--- src/rtl/mem_port_arbiter_if.sv ---
// Bus bundle between the fetch/load-store requesters, the port arbiter and the shared memory.
// The slave modport is the arbiter's view. The master modport is the requester plus memory view.
interface mem_port_arbiter_if;
    logic        IReq;
    logic [31:0] IAddress;
    logic        IAck;
    logic        DReq;
    logic        DWrite;
    logic [31:0] DAddress;
    logic [31:0] DWriteData;
    logic        DAck;
    logic [31:0] ReadData;
    logic [31:0] MemAddress;
    logic [31:0] MemWriteData;
    logic        MemRead;
    logic        MemWrite;
    logic [31:0] MemReadData;
    logic        Busy;

    modport slave (
        input  IReq, IAddress, DReq, DWrite, DAddress, DWriteData, MemReadData,
        output IAck, DAck, ReadData, MemAddress, MemWriteData, MemRead, MemWrite, Busy
    );

    modport master (
        output IReq, IAddress, DReq, DWrite, DAddress, DWriteData, MemReadData,
        input  IAck, DAck, ReadData, MemAddress, MemWriteData, MemRead, MemWrite, Busy
    );
endinterface

--- src/rtl/mem_port_arbiter.sv ---
// Arbitrates the fetch (I) and load/store (D) ports onto one single-port memory. Each access takes IDLE -> ACCESS -> RESP, with the strobe 1 cycle and the Ack 2 cycles after the grant edge.
// Requests are held until Ack. The loser waits, and D wins ties until it has taken STARVE_LIMIT grants in a row while I waits.
module mem_port_arbiter #(
    parameter int STARVE_LIMIT = 4
) (
    input  logic               Clk,
    input  logic               Reset,
    mem_port_arbiter_if.slave  bus
);

    localparam logic [1:0] IDLE   = 2'd0;
    localparam logic [1:0] ACCESS = 2'd1;
    localparam logic [1:0] RESP   = 2'd2;

    localparam logic [2:0] Limit = 3'(STARVE_LIMIT);

    typedef struct packed {
        logic        write;
        logic [31:0] address;
        logic [31:0] data;
    } memReq_t;

    logic [1:0]  state;
    logic        ownerD;
    logic [2:0]  starveCnt;
    logic [2:0]  starveNext;
    logic [31:0] readData;
    memReq_t     latched;
    logic        anyReq;
    logic        grantD;

    always_comb begin
        anyReq     = bus.IReq | bus.DReq;
        grantD     = bus.DReq && !(bus.IReq && (starveCnt == Limit));
        starveNext = starveCnt;
        // The counter only survives a D grant taken while I is still waiting.
        if (!bus.IReq || !grantD) begin
            starveNext = 3'd0;
        end else if (starveCnt != Limit) begin
            starveNext = starveCnt + 3'd1;
        end
    end

    always_ff @(posedge Clk or negedge Reset) begin
        if (!Reset) begin
            state     <= IDLE;
            ownerD    <= 1'b0;
            starveCnt <= 3'd0;
            readData  <= 32'd0;
            latched   <= '0;
        end else begin
            case (state)
                IDLE: begin
                    starveCnt <= starveNext;
                    if (anyReq) begin
                        ownerD <= grantD;
                        state  <= ACCESS;
                        if (grantD) begin
                            latched.write   <= bus.DWrite;
                            latched.address <= bus.DAddress;
                            latched.data    <= bus.DWriteData;
                        end else begin
                            latched.write   <= 1'b0;
                            latched.address <= bus.IAddress;
                        end
                    end
                end
                ACCESS: begin
                    // A fetch always has write clear, so only stores leave ReadData alone.
                    if (!latched.write) begin
                        readData <= bus.MemReadData;
                    end
                    state <= RESP;
                end
                RESP: begin
                    state <= IDLE;
                end
                default: begin
                    state <= IDLE;
                end
            endcase
        end
    end

    assign bus.MemAddress   = latched.address;
    assign bus.MemWriteData = latched.data;
    assign bus.MemRead      = (state == ACCESS) && !latched.write;
    assign bus.MemWrite     = (state == ACCESS) && latched.write;
    assign bus.IAck         = (state == RESP) && !ownerD;
    assign bus.DAck         = (state == RESP) && ownerD;
    assign bus.ReadData     = readData;
    assign bus.Busy         = (state != IDLE);

endmodule
--- src/flat_wrapper.sv ---
// flat-port wrapper written by rule: the top's interface ports become plain ports
module mem_port_arbiter_flat 
#(
    parameter int STARVE_LIMIT = 4
)
  (Clk, Reset, bus_IReq, bus_IAddress, bus_DReq, bus_DWrite, bus_DAddress, bus_DWriteData, bus_MemReadData, bus_IAck, bus_DAck, bus_ReadData, bus_MemAddress, bus_MemWriteData, bus_MemRead, bus_MemWrite, bus_Busy);
  mem_port_arbiter_if bus_i ();
  input  logic Clk;
  input  logic Reset;
  input wire logic [$bits(bus_i.IReq)-1:0] bus_IReq;
  input wire logic [$bits(bus_i.IAddress)-1:0] bus_IAddress;
  input wire logic [$bits(bus_i.DReq)-1:0] bus_DReq;
  input wire logic [$bits(bus_i.DWrite)-1:0] bus_DWrite;
  input wire logic [$bits(bus_i.DAddress)-1:0] bus_DAddress;
  input wire logic [$bits(bus_i.DWriteData)-1:0] bus_DWriteData;
  input wire logic [$bits(bus_i.MemReadData)-1:0] bus_MemReadData;
  output wire logic [$bits(bus_i.IAck)-1:0] bus_IAck;
  output wire logic [$bits(bus_i.DAck)-1:0] bus_DAck;
  output wire logic [$bits(bus_i.ReadData)-1:0] bus_ReadData;
  output wire logic [$bits(bus_i.MemAddress)-1:0] bus_MemAddress;
  output wire logic [$bits(bus_i.MemWriteData)-1:0] bus_MemWriteData;
  output wire logic [$bits(bus_i.MemRead)-1:0] bus_MemRead;
  output wire logic [$bits(bus_i.MemWrite)-1:0] bus_MemWrite;
  output wire logic [$bits(bus_i.Busy)-1:0] bus_Busy;
  assign bus_i.IReq = bus_IReq;
  assign bus_i.IAddress = bus_IAddress;
  assign bus_i.DReq = bus_DReq;
  assign bus_i.DWrite = bus_DWrite;
  assign bus_i.DAddress = bus_DAddress;
  assign bus_i.DWriteData = bus_DWriteData;
  assign bus_i.MemReadData = bus_MemReadData;
  assign bus_IAck = bus_i.IAck;
  assign bus_DAck = bus_i.DAck;
  assign bus_ReadData = bus_i.ReadData;
  assign bus_MemAddress = bus_i.MemAddress;
  assign bus_MemWriteData = bus_i.MemWriteData;
  assign bus_MemRead = bus_i.MemRead;
  assign bus_MemWrite = bus_i.MemWrite;
  assign bus_Busy = bus_i.Busy;
  mem_port_arbiter #(.STARVE_LIMIT(STARVE_LIMIT)) u_core (.Clk(Clk), .Reset(Reset), .bus(bus_i));
endmodule
--- config.mk ---
export PLATFORM = sky130hd
export DESIGN_NAME = mem_port_arbiter_flat
export DESIGN_NICKNAME = d
export VERILOG_FILES = /design/src/rtl/mem_port_arbiter_if.sv /design/src/rtl/mem_port_arbiter.sv /design/src/flat_wrapper.sv
export SDC_FILE = /design/constraint.sdc
export NUM_CORES = 1
export LEC_CHECK = 0
export CORE_MARGIN = 1
export CORE_UTILIZATION = 45
export DETAILED_ROUTE_END_ITERATION = 10
export GPL_ROUTABILITY_DRIVEN = 0
export GPL_TIMING_DRIVEN = 0
export PLACE_DENSITY_LB_ADDON = 0.3
export SETUP_SLACK_MARGIN = 0.05
export SKIP_CTS_REPAIR_TIMING = 1
export SYNTH_ARGS = -nofsm -noshare
export SYNTH_HDL_FRONTEND = slang
export SYNTH_SLANG_ARGS = --single-unit
--- constraint.sdc ---
create_clock -name Clk -period 3.81 [get_ports Clk]
set_input_delay 0.381 -clock Clk [delete_from_list [all_inputs] [get_ports Clk]]
set_output_delay 0.381 -clock Clk [all_outputs]
set_load 0.005 [all_outputs]
## Word level (Yosys, flattened, before mapping)

Index checks and enable logic that the tools add are counted.
W data, S select, Z words.

| storage, ports and cells | value |
|---|---|
| register bits | 103 |
| input port bits | 133 |
| output and inout port bits | 101 |
| word-level logic and storage cells | 39 |

| operators by class | value |
|---|---|
| add/sub/neg operators | 1 |
| equal/unequal tests | 5 |
| multiplexer cells | 5 |
| bitwise logic cells | 2 |
| reduce and logical (&&, ||, !) cells | 19 |

Operators with widths:

| operator | count |
|---|---|
| $mux W33 | 1 |
| $logic_and A1 B1 Y1 | 6 |
| $mux W3 | 2 |
| $reduce_and A2 Y1 | 3 |
| $logic_not A1 Y1 | 5 |
| $pmux W2 S2 | 1 |
| $reduce_bool A2 Y1 | 2 |
| $add A3 B1 Y3 const B | 1 |
| $eq A3 B3 Y1 const B | 1 |
| $ne A3 B3 Y1 const B | 1 |
| $reduce_and A3 Y1 | 1 |
| $eq A2 B1 Y1 const B | 1 |
| $eq A2 B2 Y1 const B | 1 |
| $logic_not A2 Y1 | 1 |
| $mux W2 | 1 |
| $ne A2 B1 Y1 const B | 1 |
| $logic_or A1 B1 Y1 | 1 |
| $not A1 Y1 | 1 |
| $or A1 B1 Y1 | 1 |

## Logic depth before layout (Yosys ltp)

| logic depth | value |
|---|---|
| depth in word-level cells | 8 |
| gate-level depth with buffers | 7 |
| depth with buffers taken out | 5 |

## Worst setup path before layout

No wires, ideal clock.

| timing path | value |
|---|---|
| kind | reg2reg |
| from | reg u_core.starveCnt[0] |
| to | reg u_core.latched, in the netlist u_core.bus.MemWriteData[10] |
| setup time | 0.128 ns |
| data arrival time | 1.441 ns |
| required time | 3.682 ns |
| slack | 2.241 ns |
| cell stages (with the launch flop) | 7 |
| buffers on the path | 1 |
| period minus slack after synthesis | 1.569 ns |
| path through | dfrtp_1 inv_1 ha_1 nand3_2 nand3_2 buf_2 mux2_1 |

| between the ends | value |
|---|---|
| longest elaborated chain between the ends | 5 |

RTL lines:

| what | RTL line | source |
|---|---|---|
| start, declared | mem_port_arbiter.sv:25 | `logic [2:0] starveCnt;` |
| start signal, assigned | mem_port_arbiter.sv:54 | `starveCnt <= starveNext;` |
| $eq A3 B3 Y1 | mem_port_arbiter.sv:34 | `grantD = bus.DReq && !(bus.IReq && (starveCnt == Limit));` |
| $logic_and A1 B1 Y1 | mem_port_arbiter.sv:34 |  |
| $logic_not A1 Y1 | mem_port_arbiter.sv:34 |  |
| $logic_and A1 B1 Y1 | mem_port_arbiter.sv:34 |  |
| $reduce_and A3 Y1 (no source line) | -- |  |
| end, declared | mem_port_arbiter.sv:28 | `memReq_t latched;` |

No other way between the ends.
A chain may end at the register's enable or synchronous reset.

## Worst setup path after layout

| timing path | value |
|---|---|
| from | reg u_core.state[1] |
| to | out bus_Busy |

| between the ends | value |
|---|---|
| longest elaborated chain between the ends | 1 |

RTL lines:

| what | RTL line | source |
|---|---|---|
| start, declared | mem_port_arbiter.sv:23 | `logic [1:0] state;` |
| start signal, assigned | mem_port_arbiter.sv:46 | `state <= IDLE;` |
| start signal, assigned | mem_port_arbiter.sv:57 | `state <= ACCESS;` |
| start signal, assigned | mem_port_arbiter.sv:73 | `state <= RESP;` |
| $reduce_bool A2 Y1 | mem_port_arbiter.sv:92 | `assign bus.Busy = (state != IDLE);` |
| end, declared | flat_wrapper.sv:24 | `output wire logic [$bits(bus_i.Busy)-1:0] bus_Busy;` |

No other way between the ends.

==> results.py <==
metrics = {
    "clock_network": {
        "h-tree-depth": 3,
        "insertion_delay_ps": 350,
        "cts.sinks": 103,
        "ctsRootBufferMaster": "clkbuf_16",
        "cts_buffers": 9,
        "cts.path.max_buffers": 2,
        "clkTransAtPathRegs_ps": 70,
        "tritoncts": "built",
    },
    "sta": {
        "relSlewSlack_pct": 54.8,
        "rsz0062_at_grt": "false",
        "hold_violations": 0,
        "setup_viol_count_final": 0,
        "skew_ps": 6.26,
        "worst_pin_slew_ps": 679,
        "finalCritPeriodShare_pct": 65.0,
        "min_period_ps": 2480,
        "fmax_mhz": 404,
        "maxSlewViolCount": 0,
    },
    "die": {
        "die_height_um": 108,
        "row_count": 38,
        "ios": 234,
        "die-area_um2": 11800,
        "die_width_um": 108,
        "start_util_pct": 46.6,
        "coreArea_um2": 10900,
    },
    "grt": {
        "antenna_found_initial": 0,
        "gr-total-overflow": 0,
        "use_met3_pct": 5.49,
        "grt_max_degree": 53,
        "grt_use_met2_pct": 40.4,
        "top_usage_layer": "met2",
        "grt_pass1_wl_um": 20700,
        "grtUsageMet1_pct": 27.6,
        "track_usage_pct": 23.2,
        "grt_pass1_vias": 4202,
    },
    "pwr": {
        "static-leakage-power_nw": 3.35,
        "power.total_w": 0.00622,
        "peakVddDrop_uv": 433,
        "power_density_nw_per_um2": 783,
    },
    "layout": {
        "fill_cells": 806,
        "post_layout_nonfiller_instances": 812,
        "nets": 802,
        "syn2layout_area_growth_pct": 55.8,
        "drive_gt1_share_pct": 19.6,
        "antenna_cells": 0,
    },
    "setup_path": {
        "crit_path_start_kind": "register",
        "worst-setup-path-type": "register to output port",
        "worst_ep_required_time_ps": 3430,
        "cp_max_fo": 10,
        "arrival_ps": 2100,
        "crit_path_end_kind": "output port",
    },
    "route": {
        "wl_um": 13200,
        "drt-pass1-iter-count": 4,
        "wire_per_inst_um": 16.2,
        "drt_iter0_markers": 162,
        "vias_per_cell": 5.02,
        "ant_nets": 0,
        "via_count": 4078,
        "post-route-drc-count": 0,
    },
    "outcome": {
        "status": "finished, final reports clean",
    },
    "yosys": {
        "synth.avg_cell_area_um2": 12.0,
        "synthesis.area_um2": 5100,
        "synth_top_area_share_pct": 50.6,
        "ys_types": 27,
        "yosys-top-cells-area": "dfrtp_1, mux2_1, buf_4",
        "synth_seq_cells": 103,
        "synthCells": 423,
        "yosysSeqAreaShare_pct": 50.6,
        "synth.net_count": 558,
        "synth_top_area_cell": "dfrtp_1",
        "synth_warnings": 0,
    },
    "placement": {
        "io_buffers": 232,
        "dp_hpwl_um": 10100,
        "dp.cells": 796,
    },
    "hold_path": {
        "worstHoldPathType": "primary input to async pin",
    },
    "flow_run": {
        "maxCapViolations": 0,
    },
}
-- placed cells by master, fill, tap and decap left out, types with 2 or more instances in the layout --
cell,netlist,routed
and2_1,3,3
buf_1,2,2
buf_2,9,9
buf_4,68,69
buf_6,5,5
bufinv_16,0,2
clkbuf_1,13,14
clkbuf_16,0,9
clkdlybuf4s50_1,0,231
clkinvlp_4,0,3
dfrtp_1,103,103
ha_1,2,2
inv_1,37,37
mux2_1,64,64
nand2_1,3,3
nand3_1,33,33
nand3_2,2,2
nand4_1,33,33
nor3b_1,2,2
o21ai_1,3,3
o221ai_1,5,5
o221ai_2,27,27
-- worst max-delay path, stage by stage, from the launching register on --
cell	delay (ps)
dfrtp_1	430
nor2_2	290
clkbuf_1	470
inv_2	80
clkdlybuf4s50_1	470
-- through the flow --
stage	TNS, ps	hold slack (ps)	cell area (µm²)	utilization (%)	worst slack [ps]
2_1_floorplan	0	85.4	5100	-	2240
3_3_place_gp	-151950	466	7590	69.4	-1480
3_5_place_dp	0	459	7620	69.7	1670
4_1_cts	0	84.2	7940	72.6	1330
5_1_grt	0	110	7940	72.6	1200
6_report	0	52.9	7940	72.6	1330
-- final timing paths --
path	from	end	slack (ps)	cells past startpoint
worst max register to register	u_core.starveCnt[0]	u_core.bus.MemWriteData[4]	1980	6
min in group Clk	bus_DReq	u_core.starveCnt[0]	330	3
worst max-delay path	u_core.state[1]	bus_Busy	1330	4
max in group asynchronous	Reset	u_core.bus.MemAddress[10]	3060	2
worst min register to register	u_core.bus.ReadData[10]	u_core.bus.ReadData[10]	490	1
worst min-delay path	Reset	u_core.bus.MemWriteData[29]	50	1
-- metal layers --
layer / share of wire [%] / routed length [µm] / up-vias
met3: 7.1 / 936 / 24
li1: - / - / 1915
met2: 51 / 6720 / 165
met4: 2.4 / 320 / 0
met5: 0 / 0 / -
met1: 40 / 5210 / 1974
-- cell families after synthesis --
group / Yosys count / synth area share, %
buf+inv: 135 / 15.9
flops: 103 / 50.6
simple gates: 81 / 9.21
mux: 65 / 14.3
compound gates: 37 / 9.48
fa+ha+maj: 2 / 0.491
-- where the power goes --
part / internal [W] / switching (W) / leakage (nW)
Combinational: 0.00209 / 0.00119 / 1.97
Sequential: 0.00165 / 0.000286 / 1.23
Clock: 0.000581 / 0.000426 / 0.147
-- synth_stat cells --
master / number
buf_4: 68
dfrtp_1: 103
nand3_1: 33
nand4_1: 33
o221ai_2: 27
o22ai_2: 1
ha_1: 2
or2_1: 1
buf_2: 9
o21ai_1: 3
nor3_1: 1
and2_4: 1
nor2_2: 1
mux2_1: 64
o22ai_1: 1
o221ai_1: 5
nand2_1: 3
buf_1: 2
clkbuf_1: 13
nand3_2: 2
inv_2: 1
mux2i_1: 1
nor2b_1: 1
buf_6: 5
and2_1: 3
inv_1: 37
nor3b_1: 2
-- final cells by class --
cell class | count | area, µm² | area share [%]
inverter | 38 | 143 | 1.80
multi-input combinational | 185 | 1710 | 21.5
clock buffer | 10 | 229 | 2.88
tap | 140 | 175 | 2.21
buffer | 97 | 668 | 8.41
clock inverter | 6 | 93.8 | 1.18
sequential | 103 | 2580 | 32.5
timing repair buffer | 233 | 2350 | 29.6
-- registers in the layout, summed over array words and instances, names as in the netlist --
name                     count
u_core.starveCnt             3
u_core.ownerD                1
u_core.state                 2
u_core.bus.ReadData         32
u_core.bus.MemWriteData     32
u_core.latched               1
u_core.bus.MemAddress       32
Power figures use the tool's default switching activity.
